$ cat config.mk
export PLATFORM = sky130hd
export DESIGN_NAME = mig_burst_ctrl
export DESIGN_NICKNAME = d
export VERILOG_FILES = /design/src/rtl/mig_pkg.sv /design/src/rtl/mig_beat_cnt.sv /design/src/rtl/mig_burst_ctrl.sv
export SDC_FILE = /design/constraint.sdc
export NUM_CORES = 1
export LEC_CHECK = 0
export BUFFER_PORTS_ARGS = -buffer_cell sky130_fd_sc_hd__buf_2
export CAP_MARGIN = 20
export CORE_AREA = 2 2 261 263
export CTS_BUF_LIST = sky130_fd_sc_hd__clkbuf_8
export DETAILED_ROUTE_END_ITERATION = 12
export DIE_AREA = 0 0 263 265
export PLACE_DENSITY = 0.39
export RECOVER_POWER = 25
export SETUP_SLACK_MARGIN = 0.2
export SLEW_MARGIN = 40
export SYNTH_ARGS = -nofsm -noshare
export SYNTH_HDL_FRONTEND = slang
export SYNTH_SLANG_ARGS = --single-unit
$ cat constraint.sdc
create_clock -name ui_clk -period 4.25 [get_ports ui_clk]
set_input_delay 0.425 -clock ui_clk [delete_from_list [all_inputs] [get_ports ui_clk]]
set_output_delay 0.425 -clock ui_clk [all_outputs]
set_load 0.01 [all_outputs]
$ cat src/rtl/mig_pkg.sv
// rtl/mig_pkg.sv - shared command codes, controller states and defaults for the MIG burst controller
package mig_pkg;

  localparam logic [2:0] CMD_WR = 3'b000;
  localparam logic [2:0] CMD_RD = 3'b001;

  localparam int ADDR_STEP_DEF = 8;

  typedef enum logic [1:0] {
    IDLE    = 2'd0,
    WR      = 2'd1,
    RD      = 2'd2,
    RD_WAIT = 2'd3
  } state_t;

endpackage

$ cat src/rtl/mig_beat_cnt.sv
// rtl/mig_beat_cnt.sv - beat counter with clear, increment and terminal-beat flag
module mig_beat_cnt #(
  parameter int LEN_W = 16
) (
  input  logic             ui_clk,
  input  logic             ui_rstn,
  input  logic             clr,
  input  logic             inc,
  input  logic [LEN_W-1:0] len,
  output logic [LEN_W-1:0] count,
  output logic             last
);

  localparam logic [LEN_W-1:0] ONE = LEN_W'(1);

  always_ff @(posedge ui_clk or negedge ui_rstn) begin
    if (!ui_rstn) begin
      count <= '0;
    end else if (clr) begin
      count <= '0;
    end else if (inc) begin
      count <= count + ONE;
    end
  end

  // Flags the increment that consumes the final beat of the burst.
  assign last = inc && (count == (len - ONE));

endmodule

$ cat src/rtl/mig_burst_ctrl.sv
// rtl/mig_burst_ctrl.sv - burst-level write/read requests to MIG 7-series native app-interface commands
module mig_burst_ctrl
  import mig_pkg::*;
#(
  parameter int ADDR_W    = 28,
  parameter int DATA_W    = 128,
  parameter int LEN_W     = 16,
  parameter int ADDR_STEP = ADDR_STEP_DEF
) (
  input  logic                ui_clk,
  input  logic                ui_rstn,
  input  logic                init_calib_complete,

  input  logic                wr_req,
  input  logic [ADDR_W-1:0]   wr_req_addr,
  input  logic [LEN_W-1:0]    wr_length,
  input  logic [DATA_W-1:0]   wr_data,
  output logic                wr_busy,
  output logic                wr_data_valid,
  output logic                wr_done,

  input  logic                rd_req,
  input  logic [ADDR_W-1:0]   rd_req_addr,
  input  logic [LEN_W-1:0]    rd_length,
  output logic [DATA_W-1:0]   rd_data,
  output logic                rd_busy,
  output logic                rd_data_valid,
  output logic                rd_done,

  output logic [ADDR_W-1:0]   app_addr,
  output logic [2:0]          app_cmd,
  output logic                app_en,
  input  logic                app_rdy,
  output logic [DATA_W-1:0]   app_wdf_data,
  output logic                app_wdf_wren,
  output logic                app_wdf_end,
  output logic [DATA_W/8-1:0] app_wdf_mask,
  input  logic                app_wdf_rdy,
  input  logic [DATA_W-1:0]   app_rd_data,
  input  logic                app_rd_data_valid
);

  localparam logic [ADDR_W-1:0] STEP = ADDR_W'(ADDR_STEP);

  state_t           state, state_nxt;
  logic             busy_q;
  logic             wr_done_q, rd_done_q;
  logic             wr_done_nxt, rd_done_nxt;
  logic             accept_wr, accept_rd;
  logic [LEN_W-1:0] len_q;
  logic [LEN_W-1:0] cmd_cnt, dat_cnt;
  logic             cmd_inc, dat_inc, cmd_last, dat_last;
  logic             beat_go, rd_phase;

  assign beat_go  = app_rdy & app_wdf_rdy;
  assign rd_phase = (state == RD) || (state == RD_WAIT);

  // Command/beat strobes are kept outside the FSM block so the terminal
  // flags fed back from the counters never form a combinational loop.
  assign cmd_inc = ((state == WR) && beat_go) ||
                   ((state == RD) && app_rdy && (cmd_cnt < len_q));
  assign dat_inc = rd_phase && app_rd_data_valid && (dat_cnt < len_q);

  assign app_en        = cmd_inc;
  assign app_wdf_wren  = (state == WR) && beat_go;
  assign app_wdf_end   = app_wdf_wren;
  assign app_wdf_data  = wr_data;
  assign app_wdf_mask  = '0;
  assign wr_data_valid = app_wdf_wren;

  assign rd_data       = app_rd_data;
  assign rd_data_valid = rd_phase && app_rd_data_valid;

  assign wr_busy = busy_q;
  assign rd_busy = busy_q;
  assign wr_done = wr_done_q;
  assign rd_done = rd_done_q;

  always_comb begin
    state_nxt   = state;
    accept_wr   = 1'b0;
    accept_rd   = 1'b0;
    wr_done_nxt = 1'b0;
    rd_done_nxt = 1'b0;
    case (state)
      IDLE: begin
        // Zero-length requests complete immediately without touching the MIG.
        if (init_calib_complete) begin
          if (wr_req) begin
            if (wr_length != '0) begin
              accept_wr = 1'b1;
              state_nxt = WR;
            end else begin
              wr_done_nxt = 1'b1;
            end
          end else if (rd_req) begin
            if (rd_length != '0) begin
              accept_rd = 1'b1;
              state_nxt = RD;
            end else begin
              rd_done_nxt = 1'b1;
            end
          end
        end
      end
      WR: begin
        if (cmd_last) begin
          state_nxt   = IDLE;
          wr_done_nxt = 1'b1;
        end
      end
      RD: begin
        if (dat_last) begin
          state_nxt   = IDLE;
          rd_done_nxt = 1'b1;
        end else if (cmd_last) begin
          state_nxt = RD_WAIT;
        end
      end
      RD_WAIT: begin
        if (dat_last) begin
          state_nxt   = IDLE;
          rd_done_nxt = 1'b1;
        end
      end
      default: state_nxt = IDLE;
    endcase
  end

  always_ff @(posedge ui_clk or negedge ui_rstn) begin
    if (!ui_rstn) begin
      state     <= IDLE;
      busy_q    <= 1'b0;
      wr_done_q <= 1'b0;
      rd_done_q <= 1'b0;
      app_addr  <= '0;
      app_cmd   <= CMD_WR;
      len_q     <= '0;
    end else begin
      state     <= state_nxt;
      busy_q    <= (state_nxt != IDLE);
      wr_done_q <= wr_done_nxt;
      rd_done_q <= rd_done_nxt;
      if (accept_wr) begin
        app_addr <= wr_req_addr;
        len_q    <= wr_length;
        app_cmd  <= CMD_WR;
      end else if (accept_rd) begin
        app_addr <= rd_req_addr;
        len_q    <= rd_length;
        app_cmd  <= CMD_RD;
      end else if (cmd_inc) begin
        app_addr <= app_addr + STEP;
      end
    end
  end

  mig_beat_cnt #(.LEN_W(LEN_W)) u_cmd_cnt (
    .ui_clk  (ui_clk),
    .ui_rstn (ui_rstn),
    .clr     (accept_wr | accept_rd),
    .inc     (cmd_inc),
    .len     (len_q),
    .count   (cmd_cnt),
    .last    (cmd_last)
  );

  mig_beat_cnt #(.LEN_W(LEN_W)) u_dat_cnt (
    .ui_clk  (ui_clk),
    .ui_rstn (ui_rstn),
    .clr     (accept_wr | accept_rd),
    .inc     (dat_inc),
    .len     (len_q),
    .count   (dat_cnt),
    .last    (dat_last)
  );

endmodule
== Yosys cells after proc, flatten, opt, wreduce, memory -nomap -nowiden ==
Cells that the tools add are included.
W data, S select, Z words.
Storage, ports and cells
  register bits: 84
  input bits: 352
  word-level logic and storage cells: 81
Cells by class
  add/sub/neg operators: 4
  order comparisons: 2
  eq/ne operators: 5
  multiplexer cells: 41
  bitwise gates (word level): 2
  reductions and logical operators: 18
Operators by type and width (count)
  $mux W16: 6
  $mux W28: 3
  $add A16 B1 Y16 const B: 2
  $eq A16 B16 Y1: 2
  $lt A16 B16 Y1: 2
  $reduce_bool A16 Y1: 2
  $add A28 B4 Y28 const B: 1
  $mux W1: 18
  $mux W2: 9
  $sub A16 B1 Y16 const B: 1
  $pmux W2 S4: 1
  $reduce_bool A2 Y1: 4
  $logic_and A1 B1 Y1: 7
  $mux W3: 2
  $eq A2 B2 Y1 const B: 2
  $pmux W1 S2: 2
  $reduce_bool A3 Y1: 1
  $eq A2 B1 Y1 const B: 1
  $logic_not A2 Y1: 1
  $logic_or A1 B1 Y1: 2
  $reduce_or A2 Y1: 1
  $and A1 B1 Y1: 1
  $or A1 B1 Y1: 1

== Logic depth before layout (Yosys ltp) ==
  depth in word-level cells: 9
  gate-level depth with buffers: 11

== By module ==
From an unflattened synthesis, not the netlist that was laid out.
Second synthesis, totals
  cell total of the unflattened synthesis: 1069
  area total of the unflattened synthesis: 8764.7 um2
By module, submodules not included
  mig_burst_ctrl: times used 1, cells an instance 745, area an instance 6069.6 um2, seq. area each 1251.2 um2
  mig_beat_cnt: times used 2, cells an instance 162, area an instance 1347.5 um2, seq. area each 400.4 um2

== Worst setup path before layout ==
No wires, ideal clock.
  kind: reg2reg
  from: reg len_q[1]
  to: reg state[0]
  setup time: 0.082 ns
  arrival: 3.081 ns
  path slack: 1.087 ns
  stages on the path, launching flop included: 11
  buffers on the path: 1
  cells stage by stage: dfrtp_1 -> inv_1 -> ha_1 -> buf_2 -> or3b_2 -> nor4_2 -> xnor3_1 -> a311o_1 -> or4_4 -> or4_1 -> a31oi_1
On the way
  longest elaborated chain between the ends: 7
RTL lines
  from (decl): line mig_burst_ctrl.sv:50  | logic [LEN_W-1:0] len_q;
  from (signal assigned): line mig_burst_ctrl.sv:146  | len_q <= wr_length;
  from (signal assigned): line mig_burst_ctrl.sv:150  | len_q <= rd_length;
  parallel branches: the longest is 6 deep, another holds $sub A16 B1 Y16
  $pmux W2 S4 (*): line mig_burst_ctrl.sv:85  | case (state)
  named net state_nxt[0]: line mig_burst_ctrl.sv:45  | state_t state, state_nxt;
  to (signal assigned): line mig_burst_ctrl.sv:140  | state <= state_nxt;
  to (decl): line mig_burst_ctrl.sv:45
Mark *: on every way through the listed nets, which the timed path passes.
A chain may end at the register's enable or synchronous reset.

== Worst setup path after layout ==
Ends and elaborated chain as after synthesis.

==> results.json <==
{
  "outcome": "complete, no violations",
  "path_class": "reg2reg",
  "drive_gt1_frac": 0.1926,
  "rows": 95,
  "antenna_found_initial": 6,
  "synth_top_area_share": 0.2462,
  "grt-ovfl-total": 0,
  "yosysTopAreaCell": "buf_4",
  "initial_core_util": 0.1278,
  "cp_max_fo": 10,
  "post_cts_resized": 0,
  "netlist_instances": 1072,
  "coreArea_um2": 66800,
  "grt_max_degree": 80,
  "fin_nets": 1307,
  "cts-root-buf": "clkbuf_8",
  "ys.flop_type": "dfrtp_1",
  "grt_pass1_wl_mm": 45.02,
  "pwr-share-comb": 0.487,
  "synth_seq_area_share": 0.2404,
  "ioPinCount": 664,
  "cts.sinks": 82,
  "critical_path.cell_chain": "inv_1 > ha_1 > nor3b_1 > a31oi_1 > a2111o_1 > or4_1 > or4_4 > or4_1 > a31oi_1",
  "finalHoldViolations": 0,
  "drt-total-wl_mm": 30.75,
  "yosysWarningCount": 0,
  "ys_ff_latch": 82,
  "clock_latency_ns": 0.43,
  "startpoint_type": "flop",
  "setup_tns_ns": 0,
  "worstMarginPinSlew_ns": 0.8026,
  "hp-class": "in2reg",
  "synth_cell_types": 68,
  "syn-cell-area_um2": 8537,
  "drtIter0Drc": 394,
  "layout_common_cells": "buf_2 (132), dfrtp_1 (82), nor2_1 (78), nand2_1 (74), a21oi_1 (69)",
  "synthArstFlopShare": 1.000,
  "area_delta_synth_final_pct": -1.539,
  "worstPathArrival_ns": 3.95,
  "routedWlPerCell_um": 17.11,
  "final_common_cell": "buf_2",
  "synth_edf_count": 0,
  "seqPwrFrac": 0.351,
  "dp_hpwl_mm": 24.43,
  "crit_required_ns": 4.60,
  "min_period_ns": 3.599,
  "die_area_um2": 69700,
  "htree_levels": 3,
  "firstDrtPassIters": 7,
  "p_switching_uw": 1959,
  "maxSlewViolCount": 0,
  "powerDensity_nw_per_um2": 486.2,
  "ir_worst_vdd_mv": 0.2175,
  "grt_pass1_vias": 6780,
  "vias": 6826,
  "internal_power_uw": 2128,
  "cts_max_path_buffers": 2,
  "avgViaCountPerCell": 3.799,
  "antenna_left": 0,
  "place.gp.congestion": 0.7975,
  "cts_buffers": 9,
  "die_w_um": 263,
  "max_freq_mhz": 277.9,
  "grt_use_total": 0.08724,
  "finalSetupViolCount": 0,
  "synth.avg_cell_area_um2": 7.964,
  "cp-end-kind": "flop",
  "rsz0062_at_grt": "false",
  "drv_cap": 0,
  "swShare": 0.4793,
  "die_y_um": 265,
  "path_clk_slew_ns": 0.10,
  "maxSlewHeadroom": 0.4593,
  "cts_tree": "yes",
  "fin_skew_ns": 0.009911,
  "critPathMaxStageDelay_ns": 0.58,
  "antenna_cells": 0,
  "clkPwrFrac": 0.162,
  "period_share": 0.8467,
  "p_leak_uw": 0.003380,
  "drcViolationCount": 0,
  "port_buffers": 133,
  "finalPower_uw": 4087,
  "slowest_stage": "or4_4",
  "synth.area.top_cells": "buf_4 (25%), dfrtp_1 (24%), ha_1 (5.3%)"
}
==> sequential cells by signal, indices dropped and copies added, names as in the netlist <==
name             cells
u_dat_cnt.count     16
u_cmd_cnt.count     16
len_q               16
state                2
rd_busy              1
rd_done              1
app_cmd              1
app_addr            28
wr_done              1
==> cells in the mapped netlist (3+ instances only) <==
master / count
a211oi_1: 27
a21o_1: 7
a21oi_1: 69
a22oi_1: 3
a31oi_1: 14
a41o_1: 3
and2_1: 7
and3_1: 9
and4_1: 8
buf_1: 6
buf_2: 6
buf_4: 280
clkbuf_1: 36
dfrtp_1: 82
ha_1: 36
inv_1: 28
mux2i_1: 3
nand2_1: 75
nand2b_1: 4
nand3_1: 27
nand4_1: 16
nor2_1: 78
nor2b_1: 6
nor3_1: 14
nor4_1: 21
nor4b_1: 3
o2111ai_1: 4
o211a_1: 3
o211ai_1: 5
o21a_1: 4
o21ai_0: 49
o31ai_1: 9
or3_1: 12
or4_1: 9
xnor2_1: 42
xor2_1: 20
==> timing repair <==
| item | CTS | global route |
|---|---|---|
| setup buffers | 0 | 0 |
| endpoints found under the hold margin | 0 | 53 |
| hold buffers | 0 | 1 |
==> critical path, delay by kind of cell, from the launching register on <==
family,cells,cell delay [ns]
flip-flops,1,0.43
AO/OA/AOI/OAI,3,0.71
AND/OR/NAND/NOR,4,1.82
adder cells (fa/ha/maj),1,0.40
buffers and inverters,1,0.15
==> layer usage <==
layer / vias up / global-route usage / wire length, µm
met2: 335 / 0.1452 / 14780
met4: 14 / 0.04247 / 1169
met1: 3232 / 0.09423 / 11820
met3: 94 / 0.03818 / 2841
li1: 3151 / - / -
met5: - / 0.006930 / 146
==> area by class of cell <==
type	count	area [µm²]
fillers	7753	58400
multi-input cells	649	4133
flip-flops and latches	82	2052
well taps	873	1092
repair buffers	149	819.5
clock buffers	10	137.6
inverters	28	105.1
clock inverters	6	66.31
==> metrics by stage <==
step / cells / setup slack, ns / cell area, µm² / hold slack (ns) / utilization
2_1_floorplan: 1089 / 1.087 / 8601 / 0.1294 / -
3_3_place_gp: 1780 / 0.7469 / 8188 / 0.4800 / 0.1226
3_5_place_dp: 1780 / 0.7227 / 8188 / 0.4870 / 0.1226
4_1_cts: 1796 / 0.5751 / 8392 / 0.03230 / 0.1256
5_1_grt: 1797 / 0.3753 / 8406 / 0.1978 / 0.1258
6_report: 1797 / 0.6514 / 8406 / 0.2261 / 0.1258
==> power by group through the flow <==
| stage | Sequential (µW) | Clock, µW | Combinational [µW] |
|---|---|---|---|
| after CTS | 1440 | 720 | 2010 |
| after global routing | 1490 | 738 | 2240 |
| after global placement | 1450 | 0 | 1990 |
| final | 1440 | 661 | 1990 |
| after detailed placement | 1450 | 0 | 2000 |
| after floorplan | 1260 | 0 | 1710 |
==> path summary, 6_finish.rpt <==
check                                      to           from  slack (ns)  depth (start not counted)
max                                  state[0]       len_q[1]        0.65                          9
min                                 len_q[12]  wr_length[12]        0.23                          3
max reg2reg                          state[0]       len_q[1]        0.65                          9
min reg2reg                        app_cmd[0]     app_cmd[0]        0.50                          1
max in group asynchronous         app_addr[2]        ui_rstn        2.83                          3
min in group asynchronous  u_cmd_cnt.count[9]        ui_rstn        0.52                          2
==> kinds of logic (layout without fill, tap and decap cells) <==
family                     after synthesis  after routing  share of synthesized area
DFF                                     82             82                     0.2404
muxes                                    4              4                   0.004837
adders and majority gates               36             36                    0.05276
buffers and inverters                  358            193                     0.2836
AOI/OAI and AO/OA                      221            221                     0.1649
and+or+nand+nor                        306            306                     0.1842
other                                    1             18                  0.0004393
xor gates and xnor gates                64             64                    0.06888
Power figures use the tool's default switching activity.
